File: src/rtl/fetch_unit.sv
// rtl/fetch_unit.sv - instruction fetch stage: sequential PC requests, in-order response buffer, redirect flush
// Stale responses left over from a redirect are counted down and dropped; memory never sees a cancel.
module fetch_unit #(
   parameter int Xlen = 32,
   parameter int Ilen = 32,
   parameter int DepthLog2 = 2,
   parameter logic [Xlen-1:0] ResetPc = '0
) (
   input  logic              clk_i,
   input  logic              rst_ni,
   input  logic              redirect_valid_i,
   input  logic [Xlen-1:0]   redirect_pc_i,
   output logic              inst_valid_o,
   input  logic              inst_ready_i,
   output logic [Xlen-1:0]   inst_pc_o,
   output logic [Ilen-1:0]   inst_data_o,
   input  logic              instmem_ready_i,
   output logic              instmem_valid_o,
   output logic [Xlen-1:0]   instmem_addr_o,
   output logic [Ilen-1:0]   instmem_wdata_o,
   output logic [Ilen/8-1:0] instmem_wmask_o,
   input  logic [Ilen-1:0]   instmem_rdata_i,
   input  logic              instmem_rvalid_i
);

   localparam int Depth = 2 ** DepthLog2;
   localparam int Cw = DepthLog2 + 1;

   logic                 run_q;
   logic [Xlen-1:0]      pc_q;
   logic [Xlen-1:0]      resp_pc_q;
   logic [Cw-1:0]        count_q;
   logic [Cw-1:0]        inflight_q;
   logic [Cw-1:0]        stale_q;
   logic [DepthLog2-1:0] wr_ptr_q;
   logic [DepthLog2-1:0] rd_ptr_q;
   logic [Xlen+Ilen-1:0] buf_q [Depth];

   logic [Xlen-1:0] target;
   logic [Cw-1:0]   eff_count;
   logic [Cw:0]     occupancy;
   logic            credit;
   logic            accept;
   logic            push;
   logic            pop;
   logic            unused_pc_lsbs;

   assign target         = {redirect_pc_i[Xlen-1:2], 2'b00};
   assign unused_pc_lsbs = ^redirect_pc_i[1:0];

   // A redirect flushes the buffer this cycle, so its entries no longer hold credit.
   assign eff_count = redirect_valid_i ? '0 : count_q;
   assign occupancy = {1'b0, inflight_q} + {1'b0, eff_count};
   assign credit    = run_q && (occupancy < (Cw+1)'(Depth));
   assign accept    = credit && instmem_ready_i;

   assign push = instmem_rvalid_i && !redirect_valid_i && (stale_q == '0);
   assign pop  = (count_q != '0) && inst_ready_i && !redirect_valid_i;

   assign instmem_valid_o = credit;
   assign instmem_addr_o  = redirect_valid_i ? target : pc_q;
   assign instmem_wdata_o = '0;
   assign instmem_wmask_o = '0;

   assign inst_valid_o             = (count_q != '0);
   assign {inst_pc_o, inst_data_o} = buf_q[rd_ptr_q];

   always_ff @(posedge clk_i or negedge rst_ni) begin
      if (!rst_ni) begin
         run_q      <= 1'b0;
         pc_q       <= ResetPc;
         resp_pc_q  <= ResetPc;
         count_q    <= '0;
         inflight_q <= '0;
         stale_q    <= '0;
         wr_ptr_q   <= '0;
         rd_ptr_q   <= '0;
      end else begin
         run_q <= 1'b1;

         if (accept) begin
            pc_q <= instmem_addr_o + Xlen'(4);
         end else if (redirect_valid_i) begin
            pc_q <= target;
         end

         inflight_q <= inflight_q + Cw'(accept) - Cw'(instmem_rvalid_i);

         // Everything still outstanding after this cycle's response belongs to the old path.
         if (redirect_valid_i) begin
            stale_q <= inflight_q - Cw'(instmem_rvalid_i);
         end else if (instmem_rvalid_i && (stale_q != '0)) begin
            stale_q <= stale_q - Cw'(1);
         end

         if (redirect_valid_i) begin
            resp_pc_q <= target;
         end else if (push) begin
            resp_pc_q <= resp_pc_q + Xlen'(4);
         end

         if (redirect_valid_i) begin
            wr_ptr_q <= '0;
            rd_ptr_q <= '0;
            count_q  <= '0;
         end else begin
            if (push) wr_ptr_q <= wr_ptr_q + DepthLog2'(1);
            if (pop)  rd_ptr_q <= rd_ptr_q + DepthLog2'(1);
            count_q <= count_q + Cw'(push) - Cw'(pop);
         end
      end
   end

   always_ff @(posedge clk_i) begin
      if (push) begin
         buf_q[wr_ptr_q] <= {resp_pc_q, instmem_rdata_i};
      end
   end

   push_when_full: assert property (@(posedge clk_i) disable iff (!rst_ni)
      !(push && (count_q == Cw'(Depth))));

endmodule

File: config.mk
export PLATFORM = sky130hd
export DESIGN_NAME = fetch_unit
export DESIGN_NICKNAME = d
export VERILOG_FILES = /design/src/rtl/fetch_unit.sv
export SDC_FILE = /design/constraint.sdc
export NUM_CORES = 1
export LEC_CHECK = 0
export CAP_MARGIN = 10
export CORE_UTILIZATION = 58
export CTS_CLUSTER_DIAMETER = 120
export DETAILED_ROUTE_END_ITERATION = 10
export GPL_ROUTABILITY_DRIVEN = 0
export PLACE_DENSITY = 0.93
export SKIP_CTS_REPAIR_TIMING = 1
export SYNTH_ARGS = -nofsm -noshare
export SYNTH_HDL_FRONTEND = slang
export SYNTH_SLANG_ARGS = --single-unit
File: constraint.sdc
create_clock -name clk_i -period 5.6 [get_ports clk_i]
set_input_delay 1.12 -clock clk_i [delete_from_list [all_inputs] [get_ports clk_i]]
set_output_delay 1.12 -clock clk_i [all_outputs]
set_load 0.05 [all_outputs]
==> results.cfg, run 1 <==
[placement]
place_inst = 1304
port_buffers = 163
hpwl_um = 16940

[synth]
synthTopCellsByArea = edfxtp_1 (55%), dfrtp_1 (14%), mux4_2 (10%), xor2_1 (2.2%), buf_4 (2.1%)
synth_top_cell_area_share_pct = 54.64
ys_types = 52
synth_top_cells_by_count = edfxtp_1 (248), dfrtp_1 (76), mux4_2 (62)
synth-seq-cells = 324
synthCells = 852
syn_area_mm2 = 0.01363
yosysMostFrequentCell = edfxtp_1
synth_edf_count = 248
synth_warnings = 0
yosys.area_share.simple_pct = 6.885
synth_compound_area_share_pct = 2.937
synthXorXnorAreaFrac_pct = 4.305
synth_adder_area_share_pct = 1.762
ys_seq_area_share_pct = 68.59
synth_top_family_by_area = multiplexers
yosys.area.top_type = edfxtp_1
async_flop_share_pct = 23.46
ys.flop_type = edfxtp_1
avgSynthCellArea_um2 = 16.00
synthMuxAreaShare_pct = 11.02

[routing]
wirelength_um = 26830
viasPerCell = 5.659
detail_route.first_pass.iterations = 7
antenna_left = 0
drc = 0
vias = 7690
wl_per_cell_um = 19.74
drt_iter0_drc = 635

[outcome]
status = completed

[sta]
setup_viol_count_final = 0
clock_skew_ps = 8.674
finalCritPeriodShare_pct = 80.91
max_freq_mhz = 220.7
rsz0062_at_grt = false
tns_ps = 0
slew_headroom_pct = 29.29
period_needed_ps = 4531
finalMaxSlewViolations = 0
hold_viol = 0
max_slew.worst_pin.slew_ps = 1061

[worst_setup_path]
reg2regPathDepth = 12
crit_path_start = redirect_valid_i
critPathRequiredTime_ps = 4480
critPathCapture = instmem_valid_o
r2r-end = inflight_q[2]
critPathBufInv = 2
cp_max_fo = 66
critPathSlowestCell = clkdlybuf4s50_1
worstSetupPathType = in -> out
r2r-start = count_q[1]
path_depth = 6
rrSetupSlack_ps = 2550
cpLargestDelayFamily = buffers and inverters
setup.worst_path.end_class = primary output
path_cells = buf_4 -> nor2b_1 -> ha_1 -> nor4b_1 -> and2_1 -> clkdlybuf4s50_1
worst_setup_path_start_kind = input port
slowest_delay_ps = 830
crit_arrival_ps = 3410

[cells_and_area]
final_cells = 1359
fillers = 1428
layout-drive-gt1-share_pct = 13.19
multi_input_area_mm2 = 0.003819
antennaDiodeCount = 0
final_core_util_pct = 72.16
finalNetCount = 1112
register_area_mm2 = 0.009354
syn_to_final_growth_pct = 20.96

[power_and_ir_drop]
p_leak_nw = 5.830
ir_drop_mv = 0.2948
pwr_density_cell_mw_per_mm2 = 417.2
power_mw = 6.879

[die]
dieArea_mm2 = 0.02412
die_width_um = 155.3
core_mm2 = 0.02285
rows = 55
num_io_pins = 204
initial_core_util_pct = 59.66
fp.dieH_um = 155.3

[grt]
grt_use_total_pct = 22.64
grt_pass1_wl_um = 41880
grt_antenna_before_repair = 0
grt_max_degree = 77
globalRouteOverflowTotal = 0
grt_pass1_vias = 7820

[min_path]
min_path_type = reg -> reg

[clock_network]
cts_tree = yes
root_buffer = clkbuf_16
clk_latency_ps = 550
cts_buffer_depth = 3
path_clk_slew_ps = 60
cts_sinks = 324
cts_buffers = 31
htreeDepth = 1

[flow_run]
cap_violations = 0
[registers in the layout (all words and copies together) (netlist names)]
| signal | cells |
|---|---|
| run_q | 1 |
| resp_pc_q | 30 |
| buf_q | 248 |
| pc_q | 32 |
| wr_ptr_q | 2 |
| inflight_q | 3 |
| rd_ptr_q | 2 |
| stale_q | 3 |
| count_q | 3 |
[per-stage QoR]
stage	worst slack (ps)	instance area, um2	hold slack [ps]
floorplan	1081	13770	489.9
global placement	1157	15440	504.1
detailed placement	1147	15440	511.9
CTS	1099	16490	532.3
global route	929.0	16490	539.5
finish	1069	16490	529.3
[kinds of logic after synthesis]
group | after synthesis
mux | 72
flops | 324
fa+ha+maj | 18
other cells | 2
simple gates | 182
xor+xnor | 67
compound gates | 72
buf+inv | 115
[cells in the final DEF (no fill, tap or decap), drive strengths merged, types with 35 or more instances in the layout]
master	Yosys	layout
clkbuf	16	40
clkdlybuf4s50	0	161
conb	2	39
dfrtp	76	76
edfxtp	248	248
inv	43	43
mux4	62	62
nand2	61	61
o21ai	53	53
xor2	35	35
[layout make-up]
class	count	area share, %
tap	313	2.375
clock buffer	40	5.214
clock inverter	15	1.108
timing repair buffer	174	10.43
sequential	324	56.74
multi-input combinational	450	23.16
inverter	43	0.9790
[power by group]
part,switching (mW),internal [mW]
Sequential,0.166,2.73
Combinational,1.14,0.739
Clock,0.845,1.26
Total,2.15,4.73
[metal layers]
metal  GRT usage [%]  share of wire (%)  vias up
li1                -                  -     3459
met1           31.55                 41     3823
met2           38.10                 50      366
met3           3.343                7.1       42
met4           5.556                2.1        0
met5               0                  0        -
[worst min-delay path by stage]
stage          slack (ps)             to          start  depth (start not counted)
2_1_floorplan         490  inflight_q[2]  inflight_q[2]                          1
3_3_place_gp          500        pc_q[1]        pc_q[1]                          1
3_5_place_dp          510        pc_q[0]        pc_q[0]                          1
4_1_cts               530        pc_q[0]        pc_q[0]                          1
5_1_grt               540        pc_q[0]        pc_q[0]                          1
6_report              530  inflight_q[2]  inflight_q[2]                          1
No activity file was read; power rests on OpenSTA's default activity.
==> run 2: changes to the inputs <==
--- a/config.mk
+++ b/config.mk
@@ -6,11 +6,11 @@
 export NUM_CORES = 1
 export LEC_CHECK = 0
 export CAP_MARGIN = 10
-export CORE_UTILIZATION = 58
+export CORE_UTILIZATION = 54
 export CTS_CLUSTER_DIAMETER = 120
 export DETAILED_ROUTE_END_ITERATION = 10
 export GPL_ROUTABILITY_DRIVEN = 0
-export PLACE_DENSITY = 0.93
+export PLACE_DENSITY = 0.88
 export SKIP_CTS_REPAIR_TIMING = 1
 export SYNTH_ARGS = -nofsm -noshare
 export SYNTH_HDL_FRONTEND = slang
==> constraint.sdc (replaced) <==
create_clock -name clk_i -period 4.3 [get_ports clk_i]
set_input_delay 0.86 -clock clk_i [delete_from_list [all_inputs] [get_ports clk_i]]
set_output_delay 0.86 -clock clk_i [all_outputs]
set_load 0.05 [all_outputs]
==> results.cfg, run 2 (synthesis gave the netlist of run 1 again) <==
[min_path]
min_path_type = in -> async

[routing]
antenna_left = 0
viasPerCell = 5.565
vias = 7708
detail_route.first_pass.iterations = 5
drc = 0
wirelength_um = 26950
wl_per_cell_um = 19.46
drt_iter0_drc = 553

[cells_and_area]
reg_top3 = buf_q: 248 flops, pc_q: 32 flops, resp_pc_q: 30 flops
final_cell_mix = edfxtp_1 (248), clkdlybuf4s50_1 (160), dfrtp_1 (74), mux4_2 (62), nand2_1 (61)
finalNetCount = 1125
final_cells = 1385
final_common_cell = edfxtp_1
largest_reg_flops = 248
layout-drive-gt1-share_pct = 14.42
antennaDiodeCount = 0
syn_to_final_growth_pct = 22.37
largest-register = buf_q

[sta]
max_slew.worst_pin.slew_ps = 975.1
finalCritPeriodShare_pct = 88.18
clock_skew_ps = 8.791
worst_slack_ps = 508.3
tns_ps = 0
hold_viol = 0
period_needed_ps = 3792
setup_viol_count_final = 0
max_freq_mhz = 263.7
rsz0062_at_grt = false
slew_headroom_pct = 35.00
finalMaxSlewViolations = 0
fin_hold_ws_ps = 469.4

[clock_network]
clk_latency_ps = 550
cts_buffers = 31
cts_tree = yes
root_buffer = clkbuf_16
htreeDepth = 1
cts_sinks = 324
cts_buffer_depth = 3
path_clk_slew_ps = 70

[worst_setup_path]
crit_arrival_ps = 2930
slowest_delay_ps = 740
critPathSlowestCell = clkdlybuf4s50_1
worstSetupPathType = reg -> out
critPathBufInv = 2
cp_max_fo = 19
cpLargestDelayFamily = buffers and inverters
path_cells = buf_4 -> mux4_2 -> clkdlybuf4s50_1
setup.worst_path.end_class = primary output
worst_setup_path_start_kind = flop
critPathRequiredTime_ps = 3440

[power_and_ir_drop]
power_mw = 9.015
p_leak_nw = 5.925
pwr_density_cell_mw_per_mm2 = 540.5
ir_drop_mv = 0.3304

[flow_run]
cap_violations = 0

[die]
die_width_um = 160.9
fp.dieH_um = 160.9
initial_core_util_pct = 55.56
dieArea_mm2 = 0.02588
rows = 57
num_io_pins = 204
core_mm2 = 0.02453

[grt]
grt_max_degree = 65
grt_antenna_before_repair = 0
globalRouteOverflowTotal = 0
grt_pass1_wl_um = 42620
grt_pass1_vias = 7878
grt_use_total_pct = 21.15

[placement]
hpwl_um = 17710
port_buffers = 163
place_inst = 1328
dpl_worst_slack_ps = 620.7

[outcome]
status = completed
==> run 2: per-layer routing <==
metal / GRT usage [%] / vias to the layer above / part of all wire (%)
met1: 29.63 / 3837 / 42
met5: 0 / - / 0
met2: 34.91 / 347 / 49
li1: - / 3489 / -
met4: 5.489 / 0 / 1.7
met3: 3.306 / 35 / 7.4
==> run 2: worst paths after layout <==
check	from	endpoint	slack [ps]	cells after the start
min in group clk_i	inflight_q[2]	inflight_q[2]	520	1
max in group asynchronous	rst_ni	resp_pc_q[14]	3010	2
min	rst_ni	pc_q[3]	470	1
max reg2reg	count_q[1]	inflight_q[2]	1540	12
min reg2reg	inflight_q[2]	inflight_q[2]	520	1
max	rd_ptr_q[0]	inst_data_o[31]	510	3
==> run 2: stage by stage <==
stage / utilization [%] / instance area [um2]
4_1_cts: 67.99 / 16680
2_1_floorplan: - / 13770
6_report: 67.99 / 16680
3_3_place_gp: 63.70 / 15630
3_5_place_dp: 63.70 / 15630
5_1_grt: 67.99 / 16680
==> run 2: layout make-up <==
class | instances | area, um2
repair buffers | 187 | 1889
inverters | 43 | 161.4
clock inverters | 25 | 271.5
clock buffers | 32 | 779.5
multi-input cells | 450 | 3819
well taps | 324 | 405.4
flip-flops and latches | 324 | 9354
fillers | 1667 | 7854
==> run 2: where the power goes <==
| part | switching [mW] | internal, mW |
|---|---|---|
| registers | 0.181 | 3.56 |
| logic | 1.53 | 0.980 |
| clock network | 1.15 | 1.63 |
| total | 2.85 | 6.16 |
==> run 2: worst register-to-register path, cell delays in order, from the launching register on <==
cell,delay (ps)
dfrtp_1,430
nor2b_1,160
ha_1,240
nor4b_1,400
and3_1,240
inv_1,40
ha_1,260
inv_1,50
ha_1,130
inv_1,50
fa_1,380
xnor2_1,150
xnor2_1,130
==> run 3: changes to the inputs <==
--- a/config.mk
+++ b/config.mk
@@ -6,12 +6,15 @@
 export NUM_CORES = 1
 export LEC_CHECK = 0
 export CAP_MARGIN = 10
-export CORE_UTILIZATION = 54
+export CELL_PAD_IN_SITES_DETAIL_PLACEMENT = 1
+export CELL_PAD_IN_SITES_GLOBAL_PLACEMENT = 1
+export CORE_UTILIZATION = 45
 export CTS_CLUSTER_DIAMETER = 120
 export DETAILED_ROUTE_END_ITERATION = 10
 export GPL_ROUTABILITY_DRIVEN = 0
-export PLACE_DENSITY = 0.88
+export PLACE_DENSITY = 0.87
 export SKIP_CTS_REPAIR_TIMING = 1
 export SYNTH_ARGS = -nofsm -noshare
 export SYNTH_HDL_FRONTEND = slang
 export SYNTH_SLANG_ARGS = --single-unit
+export TNS_END_PERCENT = 20
==> results.cfg, run 3 (synthesis gave the netlist of run 1 again) <==
[worst_setup_path]
cp_max_fo = 82
worstSetupPathType = in -> out
worst_setup_path_start_kind = input port
slowest_delay_ps = 880
cpMostUsedCell = buf_4
r2r-end = inflight_q[2]
critPathCapture = instmem_addr_o[19]
critPathBufInv = 3
critPathSlowestCell = clkdlybuf4s50_1
critPathRequiredTime_ps = 3440
reg2regPathDepth = 12
path_cells = buf_4 -> buf_4 -> nand2_1 -> o21ai_0 -> clkdlybuf4s50_1
setup.worst_path.end_class = primary output
cpLargestDelayFamily = buffers and inverters
crit_path_start = redirect_valid_i
r2r-start = count_q[2]
rrSetupSlack_ps = 1520
crit_arrival_ps = 2930
path_depth = 5

[clock_network]
root_buffer = clkbuf_16
cts_buffers = 35
cts_buffer_depth = 3
cts_sinks = 324
htreeDepth = 2
cts_tree = yes
clk_latency_ps = 510
path_clk_slew_ps = 60

[cells_and_area]
final_cells = 1451
final_common_cell = edfxtp_1
finalNetCount = 1123
final_area_mm2 = 0.01681
layout-drive-gt1-share_pct = 14.14
syn_to_final_growth_pct = 23.35
largest_reg_flops = 248
final_cell_mix = edfxtp_1 (248), clkdlybuf4s50_1 (160), dfrtp_1 (74), mux4_2 (62), nand2_1 (61)
largest-register = buf_q
antennaDiodeCount = 0
reg_top3 = buf_q: 248 flops, pc_q: 32 flops, resp_pc_q: 30 flops

[die]
dieArea_mm2 = 0.03099
die_width_um = 176.0
rows = 63
fp.dieH_um = 176.0
core_mm2 = 0.02972
initial_core_util_pct = 45.87
num_io_pins = 204

[routing]
vias = 7737
antenna_left = 0
drc = 0
wl_per_cell_um = 20.65
drt_iter0_drc = 555
viasPerCell = 5.332
detail_route.first_pass.iterations = 5
wirelength_um = 29960

[sta]
clock_skew_ps = 10.54
tns_ps = 0
rsz0062_at_grt = false
setup_viol_count_final = 0
hold_viol = 0
finalMaxSlewViolations = 0
period_needed_ps = 3786
max_slew.worst_pin.slew_ps = 1142
finalCritPeriodShare_pct = 88.05
max_freq_mhz = 264.1
fin_hold_ws_ps = 485.2
slew_headroom_pct = 23.24

[power_and_ir_drop]
power_mw = 9.233
ir_drop_mv = 0.2744
pwr_density_cell_mw_per_mm2 = 549.1
p_leak_nw = 5.937

[grt]
globalRouteOverflowTotal = 0
grt_antenna_before_repair = 0
grt_max_degree = 83
grt_pass1_vias = 8306
grt_use_total_pct = 20.05
grt_pass1_wl_um = 47130

[placement]
port_buffers = 163
hpwl_um = 20020
place_inst = 1388
dpl_cell_area_mm2 = 0.01568

[flow_run]
cap_violations = 0

[outcome]
status = completed

[min_path]
min_path_type = in -> async
run 3: layout make-up:
| cell class | instances | area [um2] |
|---|---|---|
| fillers | 2804 | 12900 |
| flip-flops and latches | 324 | 9354 |
| multi-input cells | 450 | 3830 |
| repair buffers | 181 | 1847 |
| clock buffers | 46 | 969.7 |
| well taps | 390 | 488.0 |
| clock inverters | 17 | 163.9 |
| inverters | 43 | 161.4 |
run 3: routing by layer:
layer	vias up	wire length (um)	GRT usage (%)
li1	3489	-	-
met1	3947	12720	26.56
met2	256	14880	34.01
met3	45	1798	3.747
met4	0	566	5.254
met5	-	0	0
run 3: power by group:
part	total [mW]	switching (mW)	internal, mW
sequential	3.74	0.185	3.56
clock	2.95	1.18	1.77
combinational	2.54	1.55	0.992
run 3: how the worst min path moves through the flow:
stage,endpoint,start
after detailed placement,pc_q[0],pc_q[0]
final,pc_q[14],rst_ni
after CTS,pc_q[14],rst_ni
after global placement,pc_q[0],pc_q[0]
after floorplan,inflight_q[2],inflight_q[2]
after global routing,inflight_q[2],inflight_q[2]
run 3: per-stage QoR:
| step | worst slack [ps] | util, % |
|---|---|---|
| after floorplan | 40.90 | - |
| after global placement | 550.1 | 52.76 |
| after detailed placement | 473.7 | 52.76 |
| after CTS | 485.9 | 56.58 |
| after global routing | 384.0 | 56.58 |
| final | 513.9 | 56.58 |
